## src/rtl/tx_serializer_if.sv

```systemverilog
// Scheduler-to-serializer TX channel: command handshake, payload pull,
// progress reporting, reply-start notification and the serial pins.
interface tx_serializer_if #(
    parameter int NSHIFT         = 2,
    parameter int PAYLOAD_CYCLES = 8,
    parameter int TX_CMD_BITS    = 4
) ();
    localparam int CNT_W = $clog2(PAYLOAD_CYCLES) + 1;

    logic                   tx_command_valid;
    logic [TX_CMD_BITS-1:0] tx_command;
    logic                   tx_reply_wanted;
    logic                   tx_command_started;
    logic                   tx_active;
    logic [NSHIFT-1:0]      tx_data;
    logic                   tx_data_next;
    logic [CNT_W-1:0]       tx_counter;
    logic                   tx_done;
    logic                   rx_started;
    logic                   tx_busy;
    logic [NSHIFT-1:0]      tx_pins;

    // Scheduler / environment side
    modport master (
        output tx_command_valid, tx_command, tx_reply_wanted, tx_data, rx_started,
        input  tx_command_started, tx_active, tx_data_next, tx_counter, tx_done,
               tx_busy, tx_pins
    );

    // Serializer side
    modport slave (
        input  tx_command_valid, tx_command, tx_reply_wanted, tx_data, rx_started,
        output tx_command_started, tx_active, tx_data_next, tx_counter, tx_done,
               tx_busy, tx_pins
    );
endinterface

```

## src/rtl/tx_serializer.sv

```systemverilog
// TX frame serializer: start chunk, command chunks LSB first, then payload
// chunks pulled from the scheduler; optionally holds until the RX reply starts.
module tx_serializer #(
    parameter int NSHIFT         = 2,
    parameter int PAYLOAD_CYCLES = 8,
    parameter int TX_CMD_BITS    = 4
) (
    input  logic              clk,
    input  logic              rst_n,
    tx_serializer_if.slave    tx
);
    localparam int CNT_W      = $clog2(PAYLOAD_CYCLES) + 1;
    localparam int CMD_CHUNKS = TX_CMD_BITS / NSHIFT;
    localparam logic [CNT_W-1:0] CMD_LAST  = CNT_W'(CMD_CHUNKS - 1);
    localparam logic [CNT_W-1:0] DATA_LAST = CNT_W'(PAYLOAD_CYCLES - 1);

    typedef enum logic [2:0] {
        ST_IDLE       = 3'd0,
        ST_START      = 3'd1,
        ST_CMD        = 3'd2,
        ST_DATA       = 3'd3,
        ST_WAIT_REPLY = 3'd4
    } state_t;

    state_t                 state_r;
    state_t                 state_nxt_s;
    logic [TX_CMD_BITS-1:0] cmd_r;
    logic                   reply_r;
    logic [CNT_W-1:0]       count_r;

    logic accept_s;
    logic cmd_last_s;
    logic data_last_s;

    // Accept and end-of-phase decodes shared by the FSM and the datapath
    always_comb begin
        accept_s    = (state_r == ST_IDLE) && tx.tx_command_valid && rst_n;
        cmd_last_s  = (state_r == ST_CMD)  && (count_r == CMD_LAST);
        data_last_s = (state_r == ST_DATA) && (count_r == DATA_LAST);
    end

    // State register
    always_ff @(posedge clk) begin
        if (!rst_n) begin
            state_r <= ST_IDLE;
        end else begin
            state_r <= state_nxt_s;
        end
    end

    // Next-state logic
    always_comb begin
        state_nxt_s = state_r;
        case (state_r)
            ST_IDLE: begin
                if (accept_s) begin
                    state_nxt_s = ST_START;
                end else begin
                    state_nxt_s = ST_IDLE;
                end
            end
            ST_START: begin
                state_nxt_s = ST_CMD;
            end
            ST_CMD: begin
                if (cmd_last_s) begin
                    state_nxt_s = ST_DATA;
                end else begin
                    state_nxt_s = ST_CMD;
                end
            end
            ST_DATA: begin
                // rx_started is not looked at here, so a pulse coincident with tx_done is dropped
                if (data_last_s && reply_r) begin
                    state_nxt_s = ST_WAIT_REPLY;
                end else if (data_last_s) begin
                    state_nxt_s = ST_IDLE;
                end else begin
                    state_nxt_s = ST_DATA;
                end
            end
            ST_WAIT_REPLY: begin
                if (tx.rx_started) begin
                    state_nxt_s = ST_IDLE;
                end else begin
                    state_nxt_s = ST_WAIT_REPLY;
                end
            end
            default: begin
                state_nxt_s = ST_IDLE;
            end
        endcase
    end

    // Command shift register, reply flag and chunk counter
    always_ff @(posedge clk) begin
        if (!rst_n) begin
            cmd_r   <= {TX_CMD_BITS{1'b0}};
            reply_r <= 1'b0;
            count_r <= {CNT_W{1'b0}};
        end else begin
            case (state_r)
                ST_IDLE: begin
                    if (accept_s) begin
                        cmd_r   <= tx.tx_command;
                        reply_r <= tx.tx_reply_wanted;
                    end else begin
                        cmd_r   <= cmd_r;
                        reply_r <= reply_r;
                    end
                    count_r <= {CNT_W{1'b0}};
                end
                ST_START: begin
                    count_r <= {CNT_W{1'b0}};
                end
                ST_CMD: begin
                    cmd_r <= cmd_r >> NSHIFT;
                    if (cmd_last_s) begin
                        count_r <= {CNT_W{1'b0}};
                    end else begin
                        count_r <= count_r + {{(CNT_W-1){1'b0}}, 1'b1};
                    end
                end
                ST_DATA: begin
                    if (data_last_s) begin
                        count_r <= {CNT_W{1'b0}};
                    end else begin
                        count_r <= count_r + {{(CNT_W-1){1'b0}}, 1'b1};
                    end
                end
                ST_WAIT_REPLY: begin
                    if (tx.rx_started) begin
                        reply_r <= 1'b0;
                    end else begin
                        reply_r <= reply_r;
                    end
                    count_r <= {CNT_W{1'b0}};
                end
                default: begin
                    cmd_r   <= {TX_CMD_BITS{1'b0}};
                    reply_r <= 1'b0;
                    count_r <= {CNT_W{1'b0}};
                end
            endcase
        end
    end

    // Output decode; pins idle high, payload passes straight through in DATA
    always_comb begin
        tx.tx_command_started = accept_s;
        tx.tx_pins            = {NSHIFT{1'b1}};
        tx.tx_active          = 1'b0;
        tx.tx_data_next       = 1'b0;
        tx.tx_counter         = {CNT_W{1'b0}};
        tx.tx_done            = 1'b0;
        tx.tx_busy            = 1'b1;
        case (state_r)
            ST_IDLE: begin
                tx.tx_busy = 1'b0;
            end
            ST_START: begin
                tx.tx_pins   = {NSHIFT{1'b0}};
                tx.tx_active = 1'b1;
            end
            ST_CMD: begin
                tx.tx_pins   = cmd_r[NSHIFT-1:0];
                tx.tx_active = 1'b1;
            end
            ST_DATA: begin
                tx.tx_pins      = tx.tx_data;
                tx.tx_active    = 1'b1;
                tx.tx_data_next = 1'b1;
                tx.tx_counter   = count_r;
                tx.tx_done      = data_last_s;
            end
            ST_WAIT_REPLY: begin
                tx.tx_pins = {NSHIFT{1'b1}};
            end
            default: begin
                tx.tx_pins = {NSHIFT{1'b1}};
            end
        endcase
    end
endmodule

```

## src/flat_wrapper.sv

```systemverilog
// flat-port wrapper written by rule: the top's interface ports become plain ports
module tx_serializer_flat 
#(
    parameter int NSHIFT         = 2,
    parameter int PAYLOAD_CYCLES = 8,
    parameter int TX_CMD_BITS    = 4
)
  (clk, rst_n, tx_tx_command_valid, tx_tx_command, tx_tx_reply_wanted, tx_tx_data, tx_rx_started, tx_tx_command_started, tx_tx_active, tx_tx_data_next, tx_tx_counter, tx_tx_done, tx_tx_busy, tx_tx_pins);
  tx_serializer_if #(.NSHIFT(NSHIFT), .PAYLOAD_CYCLES(PAYLOAD_CYCLES), .TX_CMD_BITS(TX_CMD_BITS)) tx_i ();
  input  logic clk;
  input  logic rst_n;
  input wire logic [$bits(tx_i.tx_command_valid)-1:0] tx_tx_command_valid;
  input wire logic [$bits(tx_i.tx_command)-1:0] tx_tx_command;
  input wire logic [$bits(tx_i.tx_reply_wanted)-1:0] tx_tx_reply_wanted;
  input wire logic [$bits(tx_i.tx_data)-1:0] tx_tx_data;
  input wire logic [$bits(tx_i.rx_started)-1:0] tx_rx_started;
  output wire logic [$bits(tx_i.tx_command_started)-1:0] tx_tx_command_started;
  output wire logic [$bits(tx_i.tx_active)-1:0] tx_tx_active;
  output wire logic [$bits(tx_i.tx_data_next)-1:0] tx_tx_data_next;
  output wire logic [$bits(tx_i.tx_counter)-1:0] tx_tx_counter;
  output wire logic [$bits(tx_i.tx_done)-1:0] tx_tx_done;
  output wire logic [$bits(tx_i.tx_busy)-1:0] tx_tx_busy;
  output wire logic [$bits(tx_i.tx_pins)-1:0] tx_tx_pins;
  assign tx_i.tx_command_valid = tx_tx_command_valid;
  assign tx_i.tx_command = tx_tx_command;
  assign tx_i.tx_reply_wanted = tx_tx_reply_wanted;
  assign tx_i.tx_data = tx_tx_data;
  assign tx_i.rx_started = tx_rx_started;
  assign tx_tx_command_started = tx_i.tx_command_started;
  assign tx_tx_active = tx_i.tx_active;
  assign tx_tx_data_next = tx_i.tx_data_next;
  assign tx_tx_counter = tx_i.tx_counter;
  assign tx_tx_done = tx_i.tx_done;
  assign tx_tx_busy = tx_i.tx_busy;
  assign tx_tx_pins = tx_i.tx_pins;
  tx_serializer #(.NSHIFT(NSHIFT), .PAYLOAD_CYCLES(PAYLOAD_CYCLES), .TX_CMD_BITS(TX_CMD_BITS)) u_core (.clk(clk), .rst_n(rst_n), .tx(tx_i));
endmodule
```

## config.mk

```make
export PLATFORM = sky130hd
export DESIGN_NAME = tx_serializer_flat
export DESIGN_NICKNAME = d
export VERILOG_FILES = /design/src/rtl/tx_serializer_if.sv /design/src/rtl/tx_serializer.sv /design/src/flat_wrapper.sv
export SDC_FILE = /design/constraint.sdc
export NUM_CORES = 1
export LEC_CHECK = 0
export CAP_MARGIN = 20
export CORE_MARGIN = 2
export CORE_UTILIZATION = 35
export CTS_BUF_LIST = sky130_fd_sc_hd__clkbuf_8 sky130_fd_sc_hd__clkbuf_16
export DETAILED_ROUTE_END_ITERATION = 7
export GPL_ROUTABILITY_DRIVEN = 1
export HOLD_SLACK_MARGIN = 0.03
export PLACE_DENSITY_LB_ADDON = 0.3
export SYNTH_ARGS = -nofsm -noshare
export SYNTH_HDL_FRONTEND = slang
export SYNTH_SLANG_ARGS = --single-unit
```

## constraint.sdc

```tcl
create_clock -name clk -period 1.85 [get_ports clk]
set_clock_uncertainty 0.1 [all_clocks]
set_input_delay 0.185 -clock clk [delete_from_list [all_inputs] [get_ports clk]]
set_output_delay 0.185 -clock clk [all_outputs]
set_load 0.005 [all_outputs]
```

# == Word level (Yosys, flattened, before mapping) ==
# Index checks and enable logic that the tools add are counted.
# word_totals
ff_bits,12
input_bits,11
output_inout_bits,11
word_cells,45
# classes
addsub,1
n_eq_ne,8
muxes,20
n_bitwise,2
n_reduce_logical,10
# ops
operator,count
4-bit two-way mux,4
3-bit one-hot mux with 5 select lines,1
4-bit one-hot mux with 3 select lines,1
1-bit two-way mux,8
4-bit one-hot mux with 2 select lines,1
"3-bit by 2-bit == test with 1-bit output, second input constant",2
3-bit two-way mux,2
2-bit one-hot mux with 3 select lines,1
3-bit OR reduction,2
1-bit logical AND,5
"4-bit by 1-bit adder with 4-bit output, second input constant",1
"4-bit by 1-bit == test with 1-bit output, second input constant",1
"4-bit by 3-bit == test with 1-bit output, second input constant",1
"2-bit != test, second input constant",2
"3-bit by 1-bit == test with 1-bit output, second input constant",1
"3-bit == test, second input constant",1
3-bit logical NOT,1
1-bit one-hot mux with 3 select lines,1
3-bit AND reduction,1
2-bit two-way mux,1
1-bit NOT,2
2-bit AND reduction,1

# == Depth between registers and ports, before layout ==
# Gate-level depths: netlist (run 1).
# depth
word_depth,5
ltp_mapped,5
mapped_depth_nobuf,5

# == Worst setup path before layout (run 1) ==
# OpenSTA, ideal clock, no wires.
# synth_timing
kind,reg2reg
startpoint,register u_core.count_r[0]
endpoint,register u_core.count_r[3]
setup_ns,0.124
arrival_time_ns,1.164
t_required_ns,1.626
slack_ns,0.462
stages_incl_launch_ff,5
period_less_slack_ns,1.388
cell_sequence,dfxtp_1 -> ha_1 -> nor3b_1 -> a2bb2oi_1 -> nor3_2
# synth_via
elab_chain_cells,4
elab_cells_between_ends,8
cone_classes,add/sub (1); eq/ne (2); mux (3); reduce/logical (2)
# synth_lines
item,line,source
"start, declared",tx_serializer.sv:29,logic [CNT_W-1:0] count_r;
"start signal, assigned",tx_serializer.sv:100,count_r <= {CNT_W{1'b0}};
"start signal, assigned",tx_serializer.sv:111,count_r <= {CNT_W{1'b0}};
"start signal, assigned",tx_serializer.sv:114,count_r <= {CNT_W{1'b0}};
branches (longest 3 deep; another with 4-bit by 1-bit adder with 4-bit output),--,
4-bit one-hot mux with 2 select lines (*),tx_serializer.sv:102,case (state_r)
# Every way passes the cells marked *.
# A chain may end at the register's enable or synchronous reset.

# == Worst setup path after layout (run 1) ==
# layout_timing
startpoint,register u_core.state_r[2]
endpoint,output port tx_tx_active
# layout_via
elab_chain_cells,3
elab_cells_between_ends,5
cone_classes,eq/ne (3); mux (1); reduce/logical (1)
# layout_lines
item,line,source
"start, declared",tx_serializer.sv:25,state_t state_r;
"start signal, assigned",tx_serializer.sv:47,state_r <= state_nxt_s;
3-bit by 1-bit == test with 1-bit output or 3-bit by 2-bit == test with 1-bit output (tied branches),tx_serializer.sv:157,case (state_r)
3-bit OR reduction (no line) (*),--,
1-bit two-way mux (*),tx_serializer.sv:157,
"end, declared",flat_wrapper.sv:18,output wire logic [$bits(tx_i.tx_active)-1:0] tx_tx_active;
# Mark *: on every way between the ends. The rest lies on a longest branch, timed or not.

==> results of run 1 <==
-- path summary, 6_finish.rpt --
check,startpoint,endpoint,slack [ns],depth (start not counted)
worst min register to register,u_core.cmd_r[1],u_core.cmd_r[1],0.37,2
worst max register to register,u_core.count_r[1],u_core.count_r[1],0.15,6
worst max-delay path,u_core.state_r[2],tx_tx_active,0.05,4
worst min-delay path,u_core.cmd_r[1],u_core.cmd_r[1],0.37,2
-- worst max-delay path: stages, from the launching register on --
cell and delay [ns]:
dfxtp_4 0.37, buf_4 0.14, buf_4 0.15, nor2_1 0.10
clkdlybuf4s50_1 0.50
-- synthesized netlist by cell type (all sizes together), types with 2 or more instances --
| master | instances | area share |
|---|---|---|
| o2111ai | 2 | 0.024 |
| nor3 | 4 | 0.034 |
| nand2 | 2 | 0.010 |
| nor2 | 7 | 0.036 |
| nand3 | 5 | 0.034 |
| o21bai | 2 | 0.021 |
| and3b | 2 | 0.024 |
| a21oi | 5 | 0.034 |
| ha | 2 | 0.034 |
| dfxtp | 12 | 0.33 |
| and2 | 6 | 0.051 |
| a21boi | 2 | 0.021 |
| inv | 5 | 0.026 |
| buf | 4 | 0.031 |
| o211ai | 2 | 0.021 |
| mux2 | 3 | 0.046 |
| a32oi | 2 | 0.024 |
-- where the power goes --
part | switching (uW) | internal (uW)
sequential | 11.9 | 269
clock | 104 | 188
combinational | 60.1 | 79.2
total | 176 | 537
-- layout make-up --
class | instances | area [um2]
Inverter | 5 | 18.8
Sequential cell | 12 | 251
Clock buffer | 4 | 55.1
Tap cell | 27 | 33.8
Multi-Input combinational cell | 62 | 483
Fill cell | 201 | 830
Timing Repair Buffer | 30 | 290
-- layer usage --
metal  vias up  track usage  share of wire
li1        370            -              -
met2        32        0.262           0.46
met3         9       0.0424          0.080
met4         0       0.0648          0.022
met1       339        0.204           0.44
met5         -            0              0
-- registers in the layout (all words and copies together), names as in the netlist --
name and flops:
u_core.count_r 4, u_core.reply_r 1, u_core.state_r 3, u_core.cmd_r 4
-- layout by cell type, fill, tap and decap left out, types with 3 or more instances in the layout --
cell type         n
clkdlybuf4s50_1  13
clkbuf_8          4
dfxtp_1           7
inv_1             5
buf_4             9
and2_1            4
nor2_1            7
nand3_1           5
a21oi_1           5
mux2_2            3
dlymetal6s2s_1    6
dfxtp_2           3
-- cells by family (layout without fill, tap and decap cells) --
group,Yosys count,after routing,share of synthesized area
DFF,12,12,0.328
adders and majority gates,2,2,0.0342
and+or+nand+nor,34,34,0.291
buffers and inverters,9,39,0.0564
AOI/OAI and AO/OA,20,20,0.207
xor gates and xnor gates,2,2,0.0239
muxes,4,4,0.0598
-- through the flow --
step / area [um2] / hold slack, ns / setup slack, ns / TNS [ns]
after CTS: 1090 / 0.371 / -0.00874 / -0.00874
after detailed placement: 1010 / 0.363 / 0.122 / 0
after global routing: 1130 / 0.396 / 0.00241 / 0
final: 1130 / 0.366 / 0.0532 / 0
after global placement: 1010 / 0.356 / 0.116 / 0
after floorplan: 732 / 0.225 / 0.462 / 0
-- what timing repair did --
item,in CTS,in global routing
resized for setup,12,11
setup buffers,1,1
endpoints found under the setup margin,8,6
pin swaps,2,1
==> metrics.cfg, run 1 <==
[cts]
cts_buffers=3
cts_root_buf=clkbuf_8
cts_hold_buf=0
ctsLongestPathBuffers=2
htreeDepth=1
clk_latency_ns=0.24
cts_num_sinks=12
clk_pin_slew_worst_paths_ns=0.05
cts_tree=done

[finish]
diodes=0
fin_cells=140
final_util=0.577
area_growth_pct=54.7
final_nets=127
drive_gt1_frac=0.274

[yosys]
synth_warnings=0
async_flop_share=0
yosys.cell_types.count=35
synth_fp_nets=96
synth_area_per_cell_um2=8.82
synth_area_um2=732
yosysSeqAreaShare=0.328
synth_ff_type=dfxtp_1
synth-seq-cells=12
syn-instance-count=83
synth_edf_count=0

[global_route]
antenna_found_initial=0
grt_pass1_wl_mm=3.08
grt_max_degree=10
overflow=0
grt_pass1_vias=712
grt_util_all_layers=0.162

[power_and_ir_drop]
ir_drop_mv=0.367
powerDensity_mw_per_mm2=629
power.leakage_uw=0.000538
power_uw=713

[place]
post-place-cells=134
hpwlAfterDp_mm=1.32
port_buffers=21
gp_congestion=0.782

[setup_path]
arrival_ns=1.51
cp_max_fo=8
worstPathRequired_ns=1.56
crit_path_start_kind=register
worstSetupPathType=reg -> out
end_kind=primary output

[detailed_routing]
drt_first_pass_iters=4
ant_nets=0
wl_mm=1.86
drt_iter0_drc=35
drc=0
vias_per_cell=5.36
num_vias=750
drt-wirelength-per-cell_um=13.3

[floorplan]
initial_core_util=0.373
die_area_mm2=0.00247
dieWidth_um=49.7
row_count=16
num_io_pins=22
core_mm2=0.00196
die_h_um=49.7

[timing]
max_freq_mhz=557
grt_setup_unrepaired=false
relSlewSlack=0.700
fin_crit_sh=0.971
tightest_slew_ns=0.450
hold_viol=0
setup_viol=0
slew_viol_final=0
min_period_ns=1.80

[run_status]
outcome=finished clean

[job]
cap_violations=0

[hold_path]
hp-class=reg -> reg

Power figures use the tool's default switching activity.
==> inputs of run 2 (changes only) <==
--- a/config.mk
+++ b/config.mk
@@ -14,4 +14,5 @@
 export HOLD_SLACK_MARGIN = 0.03
 export PLACE_DENSITY_LB_ADDON = 0.3
+export SLEW_MARGIN = 15
 export SYNTH_ARGS = -nofsm -noshare
 export SYNTH_HDL_FRONTEND = slang
==> constraint.sdc (replaced) <==
create_clock -name clk -period 1.85 [get_ports clk]
set_clock_uncertainty 0.1 [all_clocks]
set_input_delay 0.555 -clock clk [delete_from_list [all_inputs] [get_ports clk]]
set_output_delay 0.555 -clock clk [all_outputs]
set_load 0.005 [all_outputs]
==> run 2 against run 1 <==
  * The run now ends with setup timing left
  * Non-clock buffer count up 21
  * Critical path type unchanged
  * Critical path depth up 1
  * Fmax down 9.1%
  * Critical endpoint is now tx_tx_counter[3]
  * Setup slack worse by 0.18 ns
  * Clock power about the same
  * Total power up 4.9%
==> metrics.cfg, run 2 (synthesized netlist as in run 1, its figures left out) <==
[detailed_routing]
wl_mm=2.02
drt_first_pass_iters=4
drt_iter0_drc=11
drt-wirelength-per-cell_um=12.5
ant_nets=0
vias_per_cell=5.05
num_vias=813
drc=0

[floorplan]
die_area_mm2=0.00247
die_h_um=49.7
dieWidth_um=49.7
core_mm2=0.00196
num_io_pins=22
initial_core_util=0.373
row_count=16

[timing]
setup_viol=5
tightest_slew_ns=0.440
hold_viol=0
grt_setup_unrepaired=true
relSlewSlack=0.705
slew_viol_final=0
setup_slack_ns=-0.126
min_period_ns=1.98
fin_crit_sh=1.07
max_freq_mhz=506

[setup_path]
worstPathRequired_ns=1.19
path_delay_family=flip-flops
worstSetupPathType=reg -> out
crit_path_start_kind=register
max_stage_delay_ns=0.38
crit_slowest_cell=dfxtp_4
cp_max_fo=5
crit_chain=and3b_2 -> buf_6 -> buf_6 -> and2_4 -> buf_6
arrival_ns=1.32
critPathMostFrequentCell=buf_6
critPathBufInv=3
end_kind=primary output

[finish]
final_nets=148
top_regs=u_core.cmd_r: 4 flops, u_core.count_r: 4 flops, u_core.state_r: 3 flops
layout_common_cells=26 x buf_4, 7 x buf_2, 7 x dfxtp_1
postLayoutCellArea_mm2=0.00126
diodes=0
drive_gt1_frac=0.485
layout_commonest_cell=buf_4
area_growth_pct=71.8

[place]
pre_cts_slack_ns=-0.544
gp_congestion=0.759
port_buffers=21
placed_area_mm2=0.00112
hpwlAfterDp_mm=1.38

[power_and_ir_drop]
power_uw=748
powerDensity_mw_per_mm2=594
ir_drop_mv=0.574
power.leakage_uw=0.000571

[global_route]
overflow=0
grt_pass1_vias=732
grt_util_all_layers=0.173
grt_max_degree=8
antenna_found_initial=0
grt_pass1_wl_mm=3.22

[cts]
cts_tree=done
clk_latency_ns=0.25
ctsLongestPathBuffers=2
clk_pin_slew_worst_paths_ns=0.06
cts_num_sinks=12
cts_buffers=3
htreeDepth=1
cts_root_buf=clkbuf_8

[run_status]
violations=setup timing
outcome=finished, violations left

[job]
cap_violations=0

[hold_path]
hp-class=reg -> reg

## run 2: cell count changes in the layout (fill, tap and decap cells not counted), sizes merged
| cell | delta |
|---|---|
| dlygate4sd2 | +4 |
| clkdlybuf4s50 | -7 |
| buf | +29 |
| clkbuf | +1 |
| dlymetal6s2s | -6 |
## run 2: where the power goes
part	internal [uW]	switching (uW)
Clock	189	105
Combinational	101	72.8
Sequential	269	10.9
## run 2: through the flow
stage,TNS [ns],instances,hold slack (ns),utilization
after global placement,-3.49,149,0.355,0.570
final,-0.328,161,0.370,0.641
after global routing,-0.669,161,0.393,0.641
after floorplan,0,83,0.340,-
after CTS,-0.237,158,0.371,0.615
after detailed placement,-3.76,149,0.363,0.570
## run 2: repair_timing
action | CTS | global route
pin swaps | 9 | 2
endpoints found under the hold margin | 0 | 0
endpoints found under the setup margin | 15 | 9
hold buffers | 0 | 0
setup buffers | 5 | 3
gates resized for setup | 57 | 10
## run 2: final cells by class
type | instances | area, um2
fill | 182 | 704
sequential | 12 | 251
clock buffer | 4 | 55.1
timing repair buffer | 51 | 408
multi-input combinational | 62 | 490
tap | 27 | 33.8
inverter | 5 | 18.8
## run 2: worst paths after layout
path / start / endpoint / slack, ns / cells after the start
max: u_core.state_r[2] / tx_tx_counter[3] / -0.13 / 5
min: u_core.cmd_r[1] / u_core.cmd_r[1] / 0.37 / 2
max reg2reg: u_core.state_r[2] / u_core.count_r[1] / 0.25 / 6
min reg2reg: u_core.cmd_r[1] / u_core.cmd_r[1] / 0.37 / 2
## run 2: routing by layer
layer | GRT usage | routed length (um)
met4 | 0.0972 | 54
met5 | 0 | 0
met1 | 0.207 | 903
met3 | 0.0515 | 104
met2 | 0.276 | 954
## run 2: worst register-to-register path: cells and delay by family, from the launching register on
family                 cells  cell delay [ns]
buffers and inverters      3             0.35
AND/OR/NAND/NOR            2             0.33
AO/OA/AOI/OAI              1             0.31
flip-flops                 1             0.38
==> inputs of run 3 (changes only) <==
--- a/config.mk
+++ b/config.mk
@@ -6,4 +6,5 @@
 export NUM_CORES = 1
 export LEC_CHECK = 0
+export ABC_CLOCK_PERIOD_IN_PS = 1850
 export CAP_MARGIN = 20
 export CORE_MARGIN = 2
==> constraint.sdc (replaced) <==
create_clock -name clk -period 1.85 [get_ports clk]
set_clock_uncertainty 0.1 [all_clocks]
set_input_delay 0.185 -clock clk [delete_from_list [all_inputs] [get_ports clk]]
set_output_delay 0.185 -clock clk [all_outputs]
set_load 0.02 [all_outputs]
==> run 3 against run 2 <==
  * The flow now finishes without violations
  * Sequential cell count did not move
  * Via count fell by 6.9%
  * Design area fell by 11%
  * Largest cell class unchanged
  * Largest power group is now sequential cells
==> metrics.cfg, run 3 (synthesized netlist as in run 1, its figures left out) <==
[finish]
multi_input_area_um2=457
n_fill_cell=199
final_nets=134
top_regs=u_core.cmd_r: 4 flops, u_core.count_r: 4 flops, u_core.state_r: 3 flops
layout_common_cells=16 x buf_4, 11 x dfxtp_1, 10 x clkdlybuf4s50_1
layout_commonest_cell=buf_4
postLayoutCellArea_mm2=0.00112
diodes=0
drive_gt1_frac=0.244
fin_cells=146
final_util=0.571
area_growth_pct=53.0
regArea_um2=241

[cts]
htreeDepth=1
ctsLongestPathBuffers=2
cts_setup_buffers=0
cts_root_buf=clkbuf_8
cts_buffers=3
clk_pin_slew_worst_paths_ns=0.05
clk_latency_ns=0.24
cts_tree=done
cts_num_sinks=12

[floorplan]
die_area_mm2=0.00247
initial_core_util=0.373
dieWidth_um=49.7
row_count=16
num_io_pins=22
die_h_um=49.7
core_mm2=0.00196

[timing]
fin_crit_sh=0.955
slew_viol_final=0
tightest_slew_ns=0.388
relSlewSlack=0.740
grt_setup_unrepaired=false
setup_tns_ns=0
hold_viol=0
hold_slack_ns=0.367
min_period_ns=1.77
max_freq_mhz=566
setup_viol=0

[place]
post-place-cells=143
hpwlAfterDp_mm=1.37
port_buffers=21
placed_area_mm2=0.00107
gp_congestion=0.721

[job]
cap_violations=0

[detailed_routing]
drc=0
drt_first_pass_iters=4
ant_nets=0
vias_per_cell=5.18
wl_mm=1.79
drt-wirelength-per-cell_um=12.3
drt_iter0_drc=12
num_vias=757

[setup_path]
end_kind=primary output
r2r-start=u_core.state_r[2]
worstPathRequired_ns=1.56
crit_path_start_kind=register
ff2ff_path_depth=4
cp_max_fo=4
r2r_slack_ns=0.35
worstSetupPathType=reg -> out
arrival_ns=1.48
worstReg2RegEnd=u_core.cmd_r[2]

[power_and_ir_drop]
powerDensity_mw_per_mm2=606
p_int_uw=499
p_seq_frac=0.412
pwr-share-comb=0.241
p_switching_uw=180
power.leakage_uw=0.000524
ir_drop_mv=0.414
p_sw_frac=0.265
clkPwrFrac=0.347

[hold_path]
min_from=u_core.cmd_r[0]
hp-class=reg -> reg
min_to=u_core.cmd_r[0]
hold_path_depth=2

[global_route]
met2_usage=0.271
grt-busiest-layer=met2
met1_usage=0.189
use_met3=0.0424
antenna_found_initial=0
grt_pass1_wl_mm=3.05
grt_util_all_layers=0.160
grt_pass1_vias=724
overflow=0
grt_max_degree=10

[run_status]
outcome=finished clean

## run 3: final cells by class
class	count	share of cell area
well taps	27	0.0302
flip-flops and latches	12	0.216
inverters	5	0.0168
clock buffers	3	0.0369
multi-input cells	62	0.408
repair buffers	37	0.293
## run 3: power by group through the flow
stage / Sequential (uW) / Combinational (uW) / Clock (uW)
3_3_place_gp: 284 / 166 / 0
6_report: 279 / 164 / 236
2_1_floorplan: 282 / 88.7 / 0
4_1_cts: 279 / 165 / 236
5_1_grt: 281 / 178 / 244
3_5_place_dp: 284 / 169 / 0
## run 3: worst max path at each step
stage | start | to | slack (ns) | cells past startpoint
2_1_floorplan | u_core.state_r[0] | tx_tx_command_started | 0.45 | 4
3_3_place_gp | tx_tx_command_valid | tx_tx_command_started | 0.1 | 4
3_5_place_dp | u_core.count_r[1] | tx_tx_done | 0.07 | 4
4_1_cts | u_core.state_r[1] | tx_tx_active | 0.01 | 4
5_1_grt | u_core.count_r[1] | tx_tx_done | 0.01 | 4
6_report | u_core.count_r[1] | tx_tx_done | 0.08 | 4
## run 3: per-layer routing
| layer | up-vias | wire [um] |
|---|---|---|
| met5 | - | 0 |
| met4 | 0 | 19 |
| met3 | 3 | 104 |
| met2 | 21 | 879 |
| met1 | 352 | 787 |
| li1 | 381 | - |
## run 3: critical path, cell delays in order, from the launching register on
cell and delay (ns):
dfxtp_1 0.38, ha_1 0.19, and3b_1 0.20, and2_1 0.14
dlygate4sd2_1 0.34
## run 3: metrics by stage
step	total power (uW)	worst slack [ns]
CTS	680	0.0111
finish	679	0.0840
floorplan	371	0.453
global placement	450	0.0980
detailed placement	452	0.0728
global route	702	0.00971
## run 3: timing repair
item | in CTS | in global routing
gates resized for setup | 11 | 3
hold buffers | 0 | 0
endpoints found under the setup margin | 10 | 3
